### src/rtl/thread_scheduler_if.sv
// Dispatcher/LSU-facing signal bundle for the per-core thread scheduler.
interface thread_scheduler_if #(
    parameter int unsigned NUM_THREADS = 4,
    parameter int unsigned ID_WIDTH    = 8
);
    logic                            core_start;
    logic [ID_WIDTH-1:0]             core_block_id;
    logic [ID_WIDTH-1:0]             core_thread_count;
    logic [2*NUM_THREADS-1:0]        lsu_state;
    logic                            decoded_ret;
    logic [2:0]                      core_state;
    logic                            core_done;
    logic                            core_error;
    logic [ID_WIDTH-1:0]             block_id;
    logic [ID_WIDTH-1:0]             threads_per_block;
    logic [NUM_THREADS*ID_WIDTH-1:0] thread_id;
    logic [NUM_THREADS-1:0]          thread_mask;
    logic [15:0]                     instr_count;

    // Driver side: dispatcher, decoder and LSUs.
    modport master (
        output core_start, core_block_id, core_thread_count, lsu_state, decoded_ret,
        input  core_state, core_done, core_error, block_id, threads_per_block,
               thread_id, thread_mask, instr_count
    );

    // Scheduler side.
    modport slave (
        input  core_start, core_block_id, core_thread_count, lsu_state, decoded_ret,
        output core_state, core_done, core_error, block_id, threads_per_block,
               thread_id, thread_mask, instr_count
    );
endinterface

### src/rtl/thread_scheduler.sv
// Per-core thread scheduler: sequences the fetch/decode/request/wait/execute/update
// pipeline for one block of threads, with an LSU stall timeout.
module thread_scheduler #(
    parameter int unsigned NUM_THREADS = 4,
    parameter int unsigned ID_WIDTH    = 8,
    parameter int unsigned STALL_LIMIT = 255,
    parameter int unsigned STALL_WIDTH = 8
) (
    input logic                clk,
    input logic                reset,
    thread_scheduler_if.slave  bus
);
    typedef enum logic [2:0] {
        S_IDLE    = 3'd0,
        S_FETCH   = 3'd1,
        S_DECODE  = 3'd2,
        S_REQUEST = 3'd3,
        S_WAIT    = 3'd4,
        S_EXECUTE = 3'd5,
        S_UPDATE  = 3'd6,
        S_DONE    = 3'd7
    } state_t;

    state_t                          state;
    logic                            done_q;
    logic                            error_q;
    logic [ID_WIDTH-1:0]             block_id_q;
    logic [ID_WIDTH-1:0]             tpb_q;
    logic [NUM_THREADS*ID_WIDTH-1:0] tid_q;
    logic [NUM_THREADS-1:0]          mask_q;
    logic [15:0]                     icnt_q;
    logic [STALL_WIDTH-1:0]          stall_q;

    logic [NUM_THREADS-1:0]          start_mask_c;
    logic [NUM_THREADS*ID_WIDTH-1:0] start_tid_c;
    logic                            lsu_ready_c;

    // Active mask and thread IDs for a block being accepted; ready when no active thread is in flight.
    always_comb begin
        start_mask_c = '0;
        start_tid_c  = '0;
        lsu_ready_c  = 1'b1;
        for (int i = 0; i < int'(NUM_THREADS); i++) begin
            start_mask_c[i] = (32'(i) < 32'(bus.core_thread_count));
            start_tid_c[i*ID_WIDTH +: ID_WIDTH] = ID_WIDTH'(i);
            // 01 (requesting) and 10 (waiting) are the only in-flight encodings
            if (mask_q[i] && (bus.lsu_state[2*i] ^ bus.lsu_state[2*i+1]))
                lsu_ready_c = 1'b0;
        end
    end

    // Pipeline state machine with registered outputs.
    always_ff @(posedge clk or negedge reset) begin
        if (!reset) begin
            state      <= S_IDLE;
            done_q     <= 1'b0;
            error_q    <= 1'b0;
            block_id_q <= '0;
            tpb_q      <= '0;
            tid_q      <= '0;
            mask_q     <= '0;
            icnt_q     <= '0;
            stall_q    <= '0;
        end else begin
            case (state)
                S_IDLE: begin
                    if (bus.core_start) begin
                        block_id_q <= bus.core_block_id;
                        tpb_q      <= bus.core_thread_count;
                        tid_q      <= start_tid_c;
                        mask_q     <= start_mask_c;
                        done_q     <= 1'b0;
                        error_q    <= 1'b0;
                        icnt_q     <= '0;
                        stall_q    <= '0;
                        // an empty block finishes without fetching anything
                        state      <= (bus.core_thread_count == '0) ? S_DONE : S_FETCH;
                    end
                end
                S_FETCH:   state <= S_DECODE;
                S_DECODE:  state <= S_REQUEST;
                S_REQUEST: begin
                    stall_q <= '0;
                    state   <= S_WAIT;
                end
                S_WAIT: begin
                    // a ready LSU takes priority over the timeout in the same cycle
                    if (lsu_ready_c) begin
                        state <= S_EXECUTE;
                    end else if (stall_q == STALL_WIDTH'(STALL_LIMIT)) begin
                        error_q <= 1'b1;
                        state   <= S_DONE;
                    end else begin
                        stall_q <= stall_q + STALL_WIDTH'(1);
                    end
                end
                S_EXECUTE: state <= S_UPDATE;
                S_UPDATE: begin
                    if (icnt_q != 16'hFFFF)
                        icnt_q <= icnt_q + 16'd1;
                    state <= bus.decoded_ret ? S_DONE : S_FETCH;
                end
                S_DONE: begin
                    done_q <= 1'b1;
                    state  <= S_IDLE;
                end
                default: state <= S_IDLE;
            endcase
        end
    end

    assign bus.core_state        = state;
    assign bus.core_done         = done_q;
    assign bus.core_error        = error_q;
    assign bus.block_id          = block_id_q;
    assign bus.threads_per_block = tpb_q;
    assign bus.thread_id         = tid_q;
    assign bus.thread_mask       = mask_q;
    assign bus.instr_count       = icnt_q;
endmodule

### src/flat_wrapper.sv
// flat-port wrapper written by rule: the top's interface ports become plain ports
module thread_scheduler_flat 
#(
    parameter int unsigned NUM_THREADS = 4,
    parameter int unsigned ID_WIDTH    = 8,
    parameter int unsigned STALL_LIMIT = 255,
    parameter int unsigned STALL_WIDTH = 8
)
  (clk, reset, bus_core_start, bus_core_block_id, bus_core_thread_count, bus_lsu_state, bus_decoded_ret, bus_core_state, bus_core_done, bus_core_error, bus_block_id, bus_threads_per_block, bus_thread_id, bus_thread_mask, bus_instr_count);
  thread_scheduler_if #(.NUM_THREADS(NUM_THREADS), .ID_WIDTH(ID_WIDTH)) bus_i ();
  input logic clk;
  input logic reset;
  input wire logic [$bits(bus_i.core_start)-1:0] bus_core_start;
  input wire logic [$bits(bus_i.core_block_id)-1:0] bus_core_block_id;
  input wire logic [$bits(bus_i.core_thread_count)-1:0] bus_core_thread_count;
  input wire logic [$bits(bus_i.lsu_state)-1:0] bus_lsu_state;
  input wire logic [$bits(bus_i.decoded_ret)-1:0] bus_decoded_ret;
  output wire logic [$bits(bus_i.core_state)-1:0] bus_core_state;
  output wire logic [$bits(bus_i.core_done)-1:0] bus_core_done;
  output wire logic [$bits(bus_i.core_error)-1:0] bus_core_error;
  output wire logic [$bits(bus_i.block_id)-1:0] bus_block_id;
  output wire logic [$bits(bus_i.threads_per_block)-1:0] bus_threads_per_block;
  output wire logic [$bits(bus_i.thread_id)-1:0] bus_thread_id;
  output wire logic [$bits(bus_i.thread_mask)-1:0] bus_thread_mask;
  output wire logic [$bits(bus_i.instr_count)-1:0] bus_instr_count;
  assign bus_i.core_start = bus_core_start;
  assign bus_i.core_block_id = bus_core_block_id;
  assign bus_i.core_thread_count = bus_core_thread_count;
  assign bus_i.lsu_state = bus_lsu_state;
  assign bus_i.decoded_ret = bus_decoded_ret;
  assign bus_core_state = bus_i.core_state;
  assign bus_core_done = bus_i.core_done;
  assign bus_core_error = bus_i.core_error;
  assign bus_block_id = bus_i.block_id;
  assign bus_threads_per_block = bus_i.threads_per_block;
  assign bus_thread_id = bus_i.thread_id;
  assign bus_thread_mask = bus_i.thread_mask;
  assign bus_instr_count = bus_i.instr_count;
  thread_scheduler #(.NUM_THREADS(NUM_THREADS), .ID_WIDTH(ID_WIDTH), .STALL_LIMIT(STALL_LIMIT), .STALL_WIDTH(STALL_WIDTH)) u_core (.clk(clk), .reset(reset), .bus(bus_i));
endmodule
### config.mk
export PLATFORM = sky130hd
export DESIGN_NAME = thread_scheduler_flat
export DESIGN_NICKNAME = d
export VERILOG_FILES = /design/src/rtl/thread_scheduler_if.sv /design/src/rtl/thread_scheduler.sv /design/src/flat_wrapper.sv
export SDC_FILE = /design/constraint.sdc
export NUM_CORES = 1
export LEC_CHECK = 0
export BUFFER_PORTS_ARGS = -buffer_cell sky130_fd_sc_hd__buf_2
export CAP_MARGIN = 25
export CELL_PAD_IN_SITES_DETAIL_PLACEMENT = 1
export CELL_PAD_IN_SITES_GLOBAL_PLACEMENT = 1
export CORE_MARGIN = 2
export CORE_UTILIZATION = 32
export CTS_CLUSTER_DIAMETER = 120
export CTS_CLUSTER_SIZE = 16
export DETAILED_ROUTE_END_ITERATION = 16
export GPL_TIMING_DRIVEN = 1
export MAX_ROUTING_LAYER = met4
export PLACE_DENSITY = 0.71
export SYNTH_ARGS = -nofsm -noshare
export SYNTH_HDL_FRONTEND = slang
export SYNTH_SLANG_ARGS = --single-unit
### constraint.sdc
create_clock -name clk -period 1.9 [get_ports clk]
set_input_delay 0.38 -clock clk [delete_from_list [all_inputs] [get_ports clk]]
set_output_delay 0.38 -clock clk [all_outputs]
set_load 0.02 [all_outputs]
==> results by group <==
Power and ir drop
  • Flop pwr share: 38.2%
  • PwrDens: 1236 nW/um2
  • P_sw: 0.001865 W
  • Logic pwr share: 45.1%
  • Leak pwr: 1.721 nW
  • Clock power frac: 16.7%
  • Design Power: 0.004207 W
  • Sw Ratio: 44.33%
  • Maximum vdd drop: 540.7 uV
  • Internal Pwr Total: 0.002342 W

CTS
  • Max H-tree Level: 2
  • Post-CTS Hold Buffers: 0
  • Post-CTS Setup Repair Bufs: 0
  • Clk sinks: 50
  • CTS Buffer Depth: 2
  • TritonCTS Buffers: 5
  • Clk_lat worst skew: 0.32 ns
  • CTS tree: yes
  • Root buffer cell: clkbuf_8
  • Clock slew at reported path FFs: 0.11 ns

Layout
  • Layout cell share with drive strength beyond 1: 30.75%
  • Post-Layout Cell Count: 505
  • Layout overhead on the synthesized area: 24.71%
  • Final Net Count: 429
  • Fin area: 3403 um2
  • Antenna diodes: 0

Placement
  • PortBufs: 72
  • Post-DP HPWL: 5.398 mm
  • Dpl cells: 496
  • Dpl cell area: 3267 um2
  • Routability Congestion: 0.8183

Logic synthesis
  • Most used DFF post-synth: dfrtp_1
  • Synth Area in Simple Gates: 25.36%
  • Average size of a mapped cell: 8.803 um2
  • Number of synthesized flops with an enable pin: 0
  • Ys Warns: 0
  • FF+latch count, synth: 50
  • Largest family of logic cells by synthesized area: simple AND/OR/NAND/NOR gates
  • Synth Area in Adders: 0.9170%
  • Seq/Total Area, Yosys: 45.85%
  • Post-synthesis mux area share: 1.834%
  • Async S/R FF share, synth: 100.0%
  • Compound-Gate Fraction of Synth Area: 12.33%
  • Xor-xnor portion of the synthesized cell area: 2.889%
  • Cells after Synth: 310
  • Netlist cell types: 44
  • Cell area after synthesis: 2729 um2

Routing
  • DRC viols: 0
  • Vias: 2493
  • Post-DRT Antenna Nets: 0
  • Drt pass-1 iters: 4
  • Post-DR wirelength/cell: 14.58 um
  • Drt total wl: 7.361 mm
  • DRT iter0 DRCs: 114
  • Vias per inst: 4.937

Floorplan
  • Die ar.: 9282 um2
  • Die X: 96.35 um
  • Core area: 8258 um2
  • FP Rows: 33
  • I/O pins: 101
  • Die H: 96.35 um
  • Starting Density: 33.05%

Worst setup path
  • CP Max Fanout: 6
  • R2R depth: 5
  • CP Data Required Time: 2.12 ns
  • Critical Path Source Type: flip-flop
  • Critical Path Slowest Stage Cell: or3_4
  • Crit-path max cell delay: 0.47 ns
  • WS Path Type: flip-flop to flip-flop
  • CP cell instances: nand3_2, or3_4, or4_4, xor2_1, nor2_2
  • CP arrival: 2.04 ns
  • Reg2reg start: u_core.bus.instr_count[4]$_DFFE_PN0P_
  • R2r setup slk: 0.08 ns
  • RR Endpoint: u_core.bus.instr_count[14]$_DFFE_PN0P_
  • Worst setup EP type: flip-flop

STA
  • Worst Hold Slack: 0.03387 ns
  • Max Slew Vio Count: 0
  • Final worst path period need: 1.822 ns
  • Setup TNS: 0 ns
  • # setup viols final: 0
  • Period utilisation layout: 95.89%
  • Final Hold Vio Count: 0
  • Worst Skew: 0.01176 ns
  • Fmax: 548.9 MHz

Global routing
  • Gr usage total: 17.01%
  • Largest net degree at the start of global routing: 51
  • Initial antenna violation count: 0
  • Grt ovf: 0
  • First-pass GRT wire length: 11.99 mm
  • Vias in the first global route: 2420

Job
  • Max capacitance violation total: 0

Min path
  • Hold crit path type: primary input to asynchronous set/reset pin

Outcome
  • Outcome: finished, final reports clean
metal layers:
layer / routed length, um / track usage (%)
met1: 3288 / 21.88
met2: 3597 / 27.84
met3: 370 / 2.897
met4: 106 / 4.577
met5: 0 / -
logic make-up (layout without fill, tap and decap cells):
group	after synthesis	count (layout)
compound gates	51	51
xor+xnor	9	9
fa+ha+maj	2	2
buf+inv	46	109
flops	50	50
mux	5	5
other cells	1	28
simple gates	146	146
registers in the layout, indices dropped and copies added (netlist names):
| signal | flops |
|---|---|
| u_core.stall_q | 8 |
| u_core.bus.thread_mask | 4 |
| u_core.bus.core_state | 3 |
| u_core.bus.threads_per_block | 8 |
| u_core.bus.core_error | 1 |
| u_core.bus.core_done | 1 |
| u_core.bus.instr_count | 16 |
| u_core.bus.thread_id | 1 |
| u_core.bus.block_id | 8 |
stage by stage:
step | util [%] | worst slack, ns
2_1_floorplan | - | 0.006602
3_3_place_gp | 39.56 | 0.1118
3_5_place_dp | 39.56 | 0.04072
4_1_cts | 40.76 | 0.01430
5_1_grt | 41.21 | -0.01589
6_report | 41.21 | 0.07818
power groups by stage:
stage / clock [W] / combinational [W] / sequential (W)
2_1_floorplan: 0 / 0.000865 / 0.00189
3_3_place_gp: 0 / 0.00184 / 0.00160
3_5_place_dp: 0 / 0.00189 / 0.00162
4_1_cts: 0.000720 / 0.00189 / 0.00160
5_1_grt: 0.000770 / 0.00211 / 0.00165
6_report: 0.000704 / 0.00190 / 0.00161
final cells by class:
| class | instances | area [um2] |
|---|---|---|
| sequential | 50 | 1257 |
| fill | 1021 | 4855 |
| multi-input combinational | 241 | 1328 |
| clock inverter | 2 | 16.27 |
| clock buffer | 6 | 82.58 |
| inverter | 5 | 18.77 |
| tap | 105 | 131.4 |
| timing repair buffer | 96 | 569.3 |
critical path, delay by kind of cell (launching register included):
kind	cells	cell delay, ns
AND/OR/NAND/NOR	4	1.11
flip-flops	1	0.45
XOR/XNOR	1	0.17
worst max-delay path by stage:
| stage | start | endpoint | slack, ns | depth (start not counted) |
|---|---|---|---|---|
| 2_1_floorplan | u_core.bus.instr_count[1]$_DFFE_PN0P_ | u_core.bus.instr_count[14]$_DFFE_PN0P_ | 0.007 | 6 |
| 3_3_place_gp | u_core.bus.instr_count[1]$_DFFE_PN0P_ | u_core.bus.instr_count[14]$_DFFE_PN0P_ | 0.11 | 6 |
| 3_5_place_dp | u_core.bus.core_state[2]$_DFFE_PN0P_ | u_core.bus.instr_count[7]$_DFFE_PN0P_ | 0.04 | 6 |
| 4_1_cts | u_core.bus.instr_count[1]$_DFFE_PN0P_ | u_core.bus.instr_count[3]$_DFFE_PN0P_ | 0.01 | 7 |
| 5_1_grt | u_core.bus.instr_count[4]$_DFFE_PN0P_ | u_core.bus.instr_count[3]$_DFFE_PN0P_ | -0.02 | 6 |
| 6_report | u_core.bus.instr_count[4]$_DFFE_PN0P_ | u_core.bus.instr_count[14]$_DFFE_PN0P_ | 0.08 | 5 |
cell usage in the layout (no fill, tap or decap), drive strengths merged, types with 9 or more instances in the layout:
cell type / count
buf: 95
nand2: 79
dfrtp: 50
conb: 28
nand3: 17
nor2: 12
o21ai: 12
a21oi: 11
xor2: 9
nor3: 9
synthesized netlist by cell type (2+ instances only):
master | count | area, um2
buf_2 | 2 | 10.01
nand2_1 | 79 | 296.5
ha_1 | 2 | 25.02
and3_1 | 5 | 31.28
or4_1 | 4 | 30.03
buf_4 | 31 | 232.7
nor3_2 | 2 | 20.02
inv_1 | 5 | 18.77
o21a_1 | 2 | 15.01
o21ai_0 | 12 | 60.06
o31ai_1 | 4 | 30.03
o211ai_1 | 3 | 22.52
dfrtp_1 | 50 | 1251
xor2_1 | 9 | 78.83
or3_1 | 2 | 12.51
a22o_1 | 2 | 17.52
a31oi_1 | 5 | 31.28
clkbuf_1 | 8 | 30.03
mux2i_1 | 5 | 50.05
nor3_1 | 7 | 35.03
o2111ai_1 | 2 | 17.52
o311ai_0 | 4 | 35.03
nor2_1 | 11 | 41.29
nand4_1 | 3 | 18.77
or2_2 | 3 | 18.77
a21oi_1 | 11 | 55.05
nand3_1 | 16 | 80.08
nand2b_1 | 3 | 18.77
nor4_1 | 3 | 18.77
timing repair:
| item | in CTS | in global routing |
|---|---|---|
| endpoints found under the hold margin | 0 | 0 |
| resized for setup | 0 | 10 |
| endpoints found under the setup margin | 0 | 5 |
Power figures use the tool's default switching activity.
